$ cat src/rtl/spi_pkg.sv
// Shared SPI definitions: frame geometry defaults, FSM states and command opcodes.
package spi_pkg;

  localparam int unsigned DEF_FRAME_W = 10;
  localparam int unsigned DEF_DATA_W  = 8;
  localparam int unsigned CNT_W       = 4;

  typedef enum logic [2:0] {
    IDLE,
    START,
    CMD,
    SHIFT,
    WAIT,
    RECV,
    END
  } state_t;

  typedef enum logic [1:0] {
    WR_ADDR = 2'b00,
    WR_DATA = 2'b01,
    RD_ADDR = 2'b10,
    RD_DATA = 2'b11
  } opcode_t;

endpackage

$ cat src/rtl/spi_master_shifter.sv
// Datapath for spi_master: parallel-load TX shifter, MSB-first RX shifter and the shared bit counter.
module spi_master_shifter
  import spi_pkg::*;
#(
  parameter int unsigned FRAME_W = DEF_FRAME_W,
  parameter int unsigned DATA_W  = DEF_DATA_W
) (
  input  logic               clk,
  input  logic               rst,
  input  logic               load,
  input  logic [FRAME_W-1:0] load_data,
  input  logic               tx_shift,
  input  logic               rx_shift,
  input  logic               miso,
  input  logic               cnt_load,
  input  logic [CNT_W-1:0]   cnt_init,
  input  logic               cnt_dec,
  output logic               tx_msb,
  output logic [DATA_W-1:0]  rx_next,
  output logic               cnt_zero
);

  localparam logic [CNT_W-1:0] CNT_ONE = CNT_W'(1);

  logic [FRAME_W-1:0] tx;
  // Only DATA_W-1 bits are stored; the final bit comes straight from miso at capture time.
  logic [DATA_W-2:0]  rx;
  logic [CNT_W-1:0]   cnt;

  always_ff @(posedge clk) begin
    if (rst) begin
      tx  <= '0;
      rx  <= '0;
      cnt <= '0;
    end else begin
      if (load)
        tx <= load_data;
      else if (tx_shift)
        tx <= {tx[FRAME_W-2:0], 1'b0};

      if (rx_shift)
        rx <= rx_next[DATA_W-2:0];

      if (cnt_load)
        cnt <= cnt_init;
      else if (cnt_dec)
        cnt <= cnt - CNT_ONE;
    end
  end

  assign tx_msb   = tx[FRAME_W-1];
  assign rx_next  = {rx, miso};
  assign cnt_zero = (cnt == '0);

endmodule

$ cat src/rtl/spi_master.sv
// SPI master: serialises host command words into SS_n-framed transactions, captures RD_DATA responses.
// Optional abort input enabled by defining SPI_MASTER_ABORT_EN.
module spi_master
  import spi_pkg::*;
#(
  parameter int unsigned FRAME_W = DEF_FRAME_W,
  parameter int unsigned DATA_W  = DEF_DATA_W,
  parameter int unsigned RD_WAIT = 2
) (
  input  logic               clk,
  input  logic               rst,
  input  logic               cmd_valid,
  output logic               cmd_ready,
  input  logic [FRAME_W-1:0] cmd_data,
  output logic [DATA_W-1:0]  rd_data,
  output logic               rd_valid,
  output logic               busy,
  output logic               SS_n,
  output logic               MOSI,
  input  logic               MISO
`ifdef SPI_MASTER_ABORT_EN
  ,
  input  logic               abort
`endif
);

  state_t             state;
  opcode_t            op;
  logic               accept;
  logic               kill;
  logic               tx_shift;
  logic               rx_shift;
  logic               cnt_load;
  logic               cnt_dec;
  logic [CNT_W-1:0]   cnt_init;
  logic               tx_msb;
  logic [DATA_W-1:0]  rx_next;
  logic               cnt_zero;

  assign accept   = cmd_valid && cmd_ready;
  assign rx_shift = (state == RECV);

`ifdef SPI_MASTER_ABORT_EN
  assign kill = abort && (state != IDLE) && (state != END);
`else
  assign kill = 1'b0;
`endif

  // Counter is reloaded on the edge entering each counted state, so it reads N-1 on the first cycle there.
  always_comb begin
    tx_shift = 1'b0;
    cnt_load = 1'b0;
    cnt_dec  = 1'b0;
    cnt_init = '0;
    case (state)
      CMD: begin
        tx_shift = 1'b1;
        cnt_load = 1'b1;
        cnt_init = CNT_W'(FRAME_W - 1);
      end
      SHIFT: begin
        if (cnt_zero) begin
          cnt_load = 1'b1;
          cnt_init = CNT_W'(RD_WAIT - 1);
        end else begin
          tx_shift = 1'b1;
          cnt_dec  = 1'b1;
        end
      end
      WAIT: begin
        if (cnt_zero) begin
          cnt_load = 1'b1;
          cnt_init = CNT_W'(DATA_W - 1);
        end else begin
          cnt_dec = 1'b1;
        end
      end
      RECV:    cnt_dec = !cnt_zero;
      default: ;
    endcase
  end

  spi_master_shifter #(
    .FRAME_W (FRAME_W),
    .DATA_W  (DATA_W)
  ) u_shifter (
    .clk       (clk),
    .rst       (rst),
    .load      (accept),
    .load_data (cmd_data),
    .tx_shift  (tx_shift),
    .rx_shift  (rx_shift),
    .miso      (MISO),
    .cnt_load  (cnt_load),
    .cnt_init  (cnt_init),
    .cnt_dec   (cnt_dec),
    .tx_msb    (tx_msb),
    .rx_next   (rx_next),
    .cnt_zero  (cnt_zero)
  );

  always_ff @(posedge clk) begin
    if (rst) begin
      state     <= IDLE;
      op        <= WR_ADDR;
      SS_n      <= 1'b1;
      MOSI      <= 1'b0;
      rd_data   <= '0;
      rd_valid  <= 1'b0;
      busy      <= 1'b0;
      cmd_ready <= 1'b1;
    end else begin
      rd_valid <= 1'b0;
      if (kill) begin
        state <= END;
        SS_n  <= 1'b1;
        MOSI  <= 1'b0;
      end else begin
        case (state)
          IDLE: begin
            if (accept) begin
              state     <= START;
              op        <= opcode_t'(cmd_data[FRAME_W-1 -: 2]);
              SS_n      <= 1'b0;
              MOSI      <= 1'b0;
              busy      <= 1'b1;
              cmd_ready <= 1'b0;
            end
          end
          START: begin
            state <= CMD;
            MOSI  <= tx_msb;
          end
          CMD: begin
            state <= SHIFT;
            MOSI  <= tx_msb;
          end
          SHIFT: begin
            if (cnt_zero) begin
              MOSI <= 1'b0;
              if (op == RD_DATA) begin
                state <= WAIT;
              end else begin
                state <= END;
                SS_n  <= 1'b1;
              end
            end else begin
              MOSI <= tx_msb;
            end
          end
          WAIT: begin
            if (cnt_zero)
              state <= RECV;
          end
          RECV: begin
            if (cnt_zero) begin
              state    <= END;
              SS_n     <= 1'b1;
              rd_data  <= rx_next;
              rd_valid <= 1'b1;
            end
          end
          END: begin
            state     <= IDLE;
            busy      <= 1'b0;
            cmd_ready <= 1'b1;
          end
          default: state <= IDLE;
        endcase
      end
    end
  end

endmodule

$ cat config.mk
export PLATFORM = sky130hd
export DESIGN_NAME = spi_master
export DESIGN_NICKNAME = d
export VERILOG_FILES = /design/src/rtl/spi_pkg.sv /design/src/rtl/spi_master_shifter.sv /design/src/rtl/spi_master.sv
export SDC_FILE = /design/constraint.sdc
export NUM_CORES = 1
export LEC_CHECK = 0
export CORE_UTILIZATION = 50
export DETAILED_ROUTE_END_ITERATION = 6
export PLACE_DENSITY = 0.74
export REMOVE_ABC_BUFFERS = 1
export SYNTH_ARGS = -nofsm -noshare
export SYNTH_HDL_FRONTEND = slang
export SYNTH_HIERARCHICAL = 1
export SYNTH_SLANG_ARGS = --single-unit
$ cat constraint.sdc
create_clock -name clk -period 4.3 [get_ports clk]
set_clock_uncertainty 0.2 [all_clocks]
set_input_delay 1.29 -clock clk [delete_from_list [all_inputs] [get_ports clk]]
set_output_delay 1.29 -clock clk [all_outputs]
set_load 0.01 [all_outputs]
==> summary.md, run 1 <==
| Metric | Value |
|---|---|
| Status | `finished, final reports clean` |
| Drt first pass iters | `4` |
| DIE HEIGHT | `62.84 um` |
| Combinational power share | `18.2%` |
| Commonest non-fill, non-tap cell in the layout | `dfxtp_1` |
| Synth Area in Compound Gates | `12.58%` |
| R2r endpoint | `u_shifter/tx[6]$_SDFFE_PP0P_` |
| I/O Buffers | `26` |
| Synth Area in Adders | `0.6761%` |
| Final #Nets | `233` |
| Top post-synthesis cells by area | `dfxtp_1, mux2i_1, nor2_1, mux2_2, nand2_1` |
| Least-Margin Pin Slew | `1.056 ns` |
| Largest net degree at the start of global routing | `31` |
| R2R depth | `8` |
| Most frequent cells in the layout | `dfxtp_1, nor2_1, clkdlybuf4s50_1` |
| Synth Area in XOR/XNOR | `1.420%` |
| Area leader, netlist | `dfxtp_1` |
| Slowest cell on crit path | `clkdlybuf4s50_1` |
| Wire per inst | `13.08 um` |
| Max-Slew Margin vs Limit | `29.36%` |
| Critical Path Source Type | `primary input` |
| Layout cells sized above 1 | `15.07%` |
| Synth Area per Inst | `9.346 um^2` |
| Setup tns final | `0 ns` |
| Cells after Synth | `198` |
| Peak Freq | `343.8 MHz` |
| Synthesized area | `1851 um^2` |
| Hold-fix buffers, CTS | `0` |
| Number of global-route vias before repair | `1456` |
| P&R area growth vs syn | `20.15%` |
| Setup crit start | `rst` |
| DRC | `0` |
| Net Sw Frac | `25.92%` |
| Vias | `1424` |
| #FFs+latches synth | `39` |
| Post-synth EDFFs | `0` |
| Static leakage | `0.0008489 uW` |
| Arr. time, crit path | `2.89 ns` |
| Initial antenna violation count | `0` |
| Die Width | `62.84 um` |
| Final min period | `2.909 ns` |
| Pint | `706.3 uW` |
| CTS tree | `yes` |
| Ys async rst share | `0%` |
| Worst reg2reg setup slack | `1.54 ns` |
| Initial Utilization | `53.76%` |
| Core area | `3442 um^2` |
| MaxCap Viol Count | `0` |
| Hold Fails Final Rpt | `0` |
| Distinct cell type count after synthesis | `36` |
| Ys Warns | `6` |
| Synth Flop Type | `dfxtp_1` |
| Yosys top cell area share | `42.19%` |
| Endpoints failing setup | `0` |
| HPWL Detailed | `2468 um` |
| Clk pwr share | `37.6%` |
| IO Pins | `27` |
| GP Congestion | `0.8133` |
| Post-DRT Antenna Nets | `0` |
| Routed Wire Length | `3466 um` |
| Clock latency on the worst-skew pair | `0.29 ns` |
| Drt first-iter violations | `106` |
| Power per cell area | `428.8 nW/um^2` |
| H-tree levels | `2` |
| Crit path max fanout | `30` |
| RSZ-0062 raised after global routing | `false` |
| CTS clk-pin slew, worst paths | `0.07 ns` |
| Req. time, crit path | `4.28 ns` |
| Hold WC Path Type | `flip-flop to flip-flop` |
| Worst vdd ir | `0.2332 mV` |
| WS Path Type | `primary input to flip-flop` |
| Seq/Total Area, Yosys | `42.19%` |
| CP endpoint kind | `flip-flop` |
| Synth Area in Simple Gates | `20.55%` |
| Clock Tree Buf Depth | `2` |
| Worst setup margin | `1.391 ns` |
| DR vias/cell | `5.374` |
| Postcts setup bufs | `0` |
| Fin. max-slew vios | `0` |
| CTS root buffer | `clkbuf_8` |
| Mux contribution to synthesized area | `15.75%` |
| Fin crit share | `67.64%` |
| Rows | `21` |
| CTS Buf Count | `5` |
| Cts repair resizes | `0` |
| Placement Setup Slack | `1.090 ns` |
| Crit-path max cell delay | `1.17 ns` |
| Worst-path cell chain | `clkdlybuf4s50_1, buf_4, nor2_1` |
| Largest family of logic cells by synthesized area | `simple AND/OR/NAND/NOR gates` |
| Die area | `3948 um^2` |
| Critical path endpoint | `u_shifter/rx[3]$_SDFFE_PP0P_` |
| Grt ovf | `0` |
| Sinks on Clock Net | `39` |
| First-pass GRT wire length | `6099 um` |
| Overall Global Routing Usage | `19.34%` |
| Sw power | `247.1 uW` |
| Critical R2R Launch | `u_shifter/cnt[0]$_SDFFE_PP0P_` |
| # diodes | `0` |
| Sequential Power Share | `44.2%` |
[layout make-up]
| type | count | area (um^2) |
|---|---|---|
| fill | 291 | 1219 |
| multi-input combinational | 136 | 943.4 |
| sequential | 39 | 780.7 |
| timing repair buffer | 28 | 275.3 |
| clock buffer | 5 | 68.82 |
| clock inverter | 3 | 67.56 |
| tap | 46 | 57.56 |
| inverter | 8 | 30.03 |
[metal layers]
layer	GRT usage (%)	part of all wire [%]	vias up
li1	-	-	714
met1	20.88	44	679
met2	35.33	51	24
met3	5.109	3.8	7
met4	7.849	1.5	0
met5	0	0	-
[power by group through the flow]
| stage | Combinational [uW] | Sequential (uW) | Clock (uW) |
|---|---|---|---|
| after floorplan | 115 | 423 | 0 |
| final | 174 | 421 | 358 |
| after CTS | 176 | 421 | 365 |
| after detailed placement | 175 | 429 | 0 |
| after global placement | 167 | 426 | 0 |
| after global routing | 192 | 425 | 385 |
[worst min-delay path by stage]
stage                     slack, ns  cells after the start                         start                 endpoint
after floorplan                0.23                      2  u_shifter/rx[6]$_SDFFE_PP0P_  rd_data[7]$_SDFFE_PP0P_
after global placement         0.25                      2  u_shifter/rx[6]$_SDFFE_PP0P_  rd_data[7]$_SDFFE_PP0P_
after detailed placement       0.26                      2  u_shifter/rx[6]$_SDFFE_PP0P_  rd_data[7]$_SDFFE_PP0P_
after CTS                      0.27                      2  u_shifter/rx[6]$_SDFFE_PP0P_  rd_data[7]$_SDFFE_PP0P_
after global routing           0.29                      2  u_shifter/rx[6]$_SDFFE_PP0P_  rd_data[7]$_SDFFE_PP0P_
final                          0.27                      2  u_shifter/rx[6]$_SDFFE_PP0P_  rd_data[7]$_SDFFE_PP0P_
[critical path: cells and delay by family]
kind / cells / cell delay, ns
buffers and inverters: 2 / 1.52
AND/OR/NAND/NOR: 1 / 0.07
[flip-flops by register name, summed over array words and instances (netlist names), 2 cells and up]
name           cells
op                 2
rd_data            8
u_shifter/rx       7
u_shifter/tx      10
u_shifter/cnt      4
state              3
[cells in the mapped netlist, types with 3 or more instances]
cell	instances
dfxtp_1	39
nor2_1	28
nand2_1	21
mux2i_1	19
a21oi_1	11
mux2_2	9
a21oi_2	8
inv_1	8
nand2b_1	7
buf_2	5
buf_4	5
o21ai_0	5
nand3_1	4
clkbuf_1	3
[cell families after synthesis]
logic type                 after synthesis
AOI/OAI and AO/OA                       33
buffers and inverters                   23
xor gates and xnor gates                 3
adders and majority gates                1
DFF                                     39
and+or+nand+nor                         71
muxes                                   28
[stage by stage]
stage                     power [uW]  utilization, %  instances  cell area, um^2  hold WS (ns)
after floorplan                538.3               -        183             1754        0.2339
after global placement         592.8           60.63        257             2087        0.2503
after detailed placement       604.0           60.63        257             2087        0.2578
after CTS                      960.7           64.59        265             2223        0.2715
after global routing            1002           64.59        265             2223        0.2870
final                          953.4           64.59        265             2223        0.2682
Note: power is estimated with default switching activity, not from simulation.
==> run 2, diff against run 1 <==
==> constraint.sdc (replaced) <==
create_clock -name clk -period 3 [get_ports clk]
set_clock_uncertainty 0.2 [all_clocks]
set_input_delay 0.9 -clock clk [delete_from_list [all_inputs] [get_ports clk]]
set_output_delay 0.9 -clock clk [all_outputs]
set_load 0.01 [all_outputs]
==> summary.md, run 2 (same netlist as run 1, synthesis figures left out) <==
| Metric | Value |
|---|---|
| Power per cell area | `562.7 nW/um^2 (+31%)` |
| Final Util | `64.12% (-0.47 points)` |
| RSZ-0062 raised after global routing | `false` |
| Fill cells | `295 (+1.4%)` |
| Final Cell Area | `2207 um^2 (-0.73%)` |
| Static leakage | `0.0008460 uW (-0.35%)` |
| Status | `finished, final reports clean` |
| Die area | `3948 um^2 (unchanged)` |
| Initial antenna violation count | `0 (unchanged)` |
| Cts repair resizes | `0 (unchanged)` |
| Max FFs per register | `10 (unchanged)` |
| Worst-path cell chain | `inv_1, ha_1, nor3b_1, buf_4, nand3b_1, o21ai_0, mux2i_1, nor2_1` |
| DIE HEIGHT | `62.84 um (unchanged)` |
| Largest net degree at the start of global routing | `42 (+35%)` |
| Fin. max-slew vios | `0 (unchanged)` |
| I/O Buffers | `26 (unchanged)` |
| Initial Utilization | `53.76% (unchanged)` |
| Clock latency on the worst-skew pair | `0.29 ns (about the same)` |
| Most flops, register | `u_shifter/tx` |
| CTS Buf Count | `5 (unchanged)` |
| Least-Margin Pin Slew | `0.7806 ns (-0.2758 ns)` |
| Grt ovf | `0 (unchanged)` |
| Clock Tree Buf Depth | `2 (unchanged)` |
| Routed Wire Length | `3361 um (-3.0%)` |
| Overall Global Routing Usage | `18.44% (-0.89 points)` |
| Max-Slew Margin vs Limit | `47.41% (+18 points)` |
| CP endpoint kind | `flip-flop` |
| Hold-fix buffers, CTS | `0 (unchanged)` |
| H-tree levels | `2 (unchanged)` |
| Rows | `21 (unchanged)` |
| # diodes | `0 (unchanged)` |
| Hold WC Path Type | `flip-flop to flip-flop` |
| CTS root buffer | `clkbuf_8` |
| GP Congestion | `0.7687 (-5.5%)` |
| Drt first-iter violations | `151 (+42%)` |
| Worst vdd ir | `0.2795 mV (+20%)` |
| P&R area growth vs syn | `19.27%` |
| Core area | `3442 um^2 (unchanged)` |
| Area after DPL | `2107 um^2 (+0.96%)` |
| Final Non-Filler Cells | `266 (+0.38%)` |
| Vias | `1395 (-2.0%)` |
| WS Path Type | `flip-flop to flip-flop` |
| Arr. time, crit path | `2.38 ns (-0.51 ns)` |
| First-pass GRT wire length | `5789 um (-5.1%)` |
| DR vias/cell | `5.244 (-2.4%)` |
| Most frequent cells in the layout | `dfxtp_1, nor2_1, clkdlybuf4s50_1` |
| Placed Cells | `258 (+0.39%)` |
| Crit-path max cell delay | `0.66 ns (-0.51 ns)` |
| MaxCap Viol Count | `0 (unchanged)` |
| Register area | `780.7 um^2 (unchanged)` |
| Largest registers | `u_shifter/tx x10, rd_data x8, u_shifter/rx x7` |
| Hold Fails Final Rpt | `0 (unchanged)` |
| Endpoints failing setup | `0 (unchanged)` |
| Commonest non-fill, non-tap cell in the layout | `dfxtp_1` |
| Drt first pass iters | `4 (unchanged)` |
| Number of global-route vias before repair | `1331 (-8.6%)` |
| Crit path max fanout | `12 (-60%)` |
| R2R depth | `8 (unchanged)` |
| CTS clk-pin slew, worst paths | `0.07 ns (about the same)` |
| Final #Nets | `234 (+0.43%)` |
| Hold depth | `2 (unchanged)` |
| Setup tns final | `0 ns (unchanged)` |
| DRC | `0 (unchanged)` |
| Peak Freq | `416.0 MHz` |
| Postcts setup bufs | `0 (unchanged)` |
| Post-DRT Antenna Nets | `0 (unchanged)` |
| Sinks on Clock Net | `39 (unchanged)` |
| CTS tree | `yes` |
| Wire per inst | `12.64 um (-3.4%)` |
| Layout cells sized above 1 | `15.00% (-0.068 points)` |
| Die Width | `62.84 um (unchanged)` |
| Req. time, crit path | `2.98 ns (-1.30 ns)` |
| Final min period | `2.404 ns` |
| Critical Path Source Type | `flip-flop` |
| IO Pins | `27 (unchanged)` |
| Hold_ws | `0.2711 ns (+0.002841 ns)` |
| Fin crit share | `80.13%` |
| Area occupied by multi-input gates | `943.4 um^2 (unchanged)` |
| HPWL Detailed | `2339 um (-5.2%)` |
| Slowest cell on crit path | `o21ai_0` |
## run 2: cell count changes in the layout (fill, tap and decap cells not counted), sizes merged
cell,previous run,this run
buf,2,3
clkbuf,5,8
bufinv,2,0
clkinvlp,1,0
## run 2: stage by stage
| stage | worst slack [ns] | power [uW] |
|---|---|---|
| floorplan | 0.2963 | 771.5 |
| global placement | 0.4758 | 853.3 |
| detailed placement | 0.4046 | 867.3 |
| CTS | 0.5918 | 1251 |
| global route | 0.3000 | 1306 |
| finish | 0.5961 | 1242 |
## run 2: layout make-up
| class | count | share of cell area (%) |
|---|---|---|
| clock buffers | 8 | 4.535 |
| flip-flops and latches | 39 | 35.37 |
| repair buffers | 29 | 13.38 |
| well taps | 46 | 2.608 |
| inverters | 8 | 1.361 |
| multi-input cells | 136 | 42.74 |
## run 2: routing by layer
metal	track usage [%]	part of all wire, %
met3	6.204	3.4
met4	6.395	0.65
met2	30.84	50
met1	21.91	46
met5	0	0
## run 2: final timing paths
path / from / to / slack (ns)
max: u_shifter/cnt[1]$_SDFFE_PP0P_ / u_shifter/cnt[0]$_SDFFE_PP0P_ / 0.60
min: u_shifter/rx[6]$_SDFFE_PP0P_ / rd_data[7]$_SDFFE_PP0P_ / 0.27
max reg2reg: u_shifter/cnt[1]$_SDFFE_PP0P_ / u_shifter/cnt[0]$_SDFFE_PP0P_ / 0.60
min reg2reg: u_shifter/rx[6]$_SDFFE_PP0P_ / rd_data[7]$_SDFFE_PP0P_ / 0.27
## run 2: worst max-delay path: cells and delay by family, from the launching register on
family | cells | cell delay, ns
buf+inv | 2 | 0.30
flops | 1 | 0.35
simple gates | 3 | 0.37
compound gates | 1 | 0.66
mux | 1 | 0.26
fa+ha+maj | 1 | 0.15
## run 2: power breakdown
group	switching (uW)	internal [uW]
combinational	124	131
clock	175	210
sequential	48.4	554
total	347	895
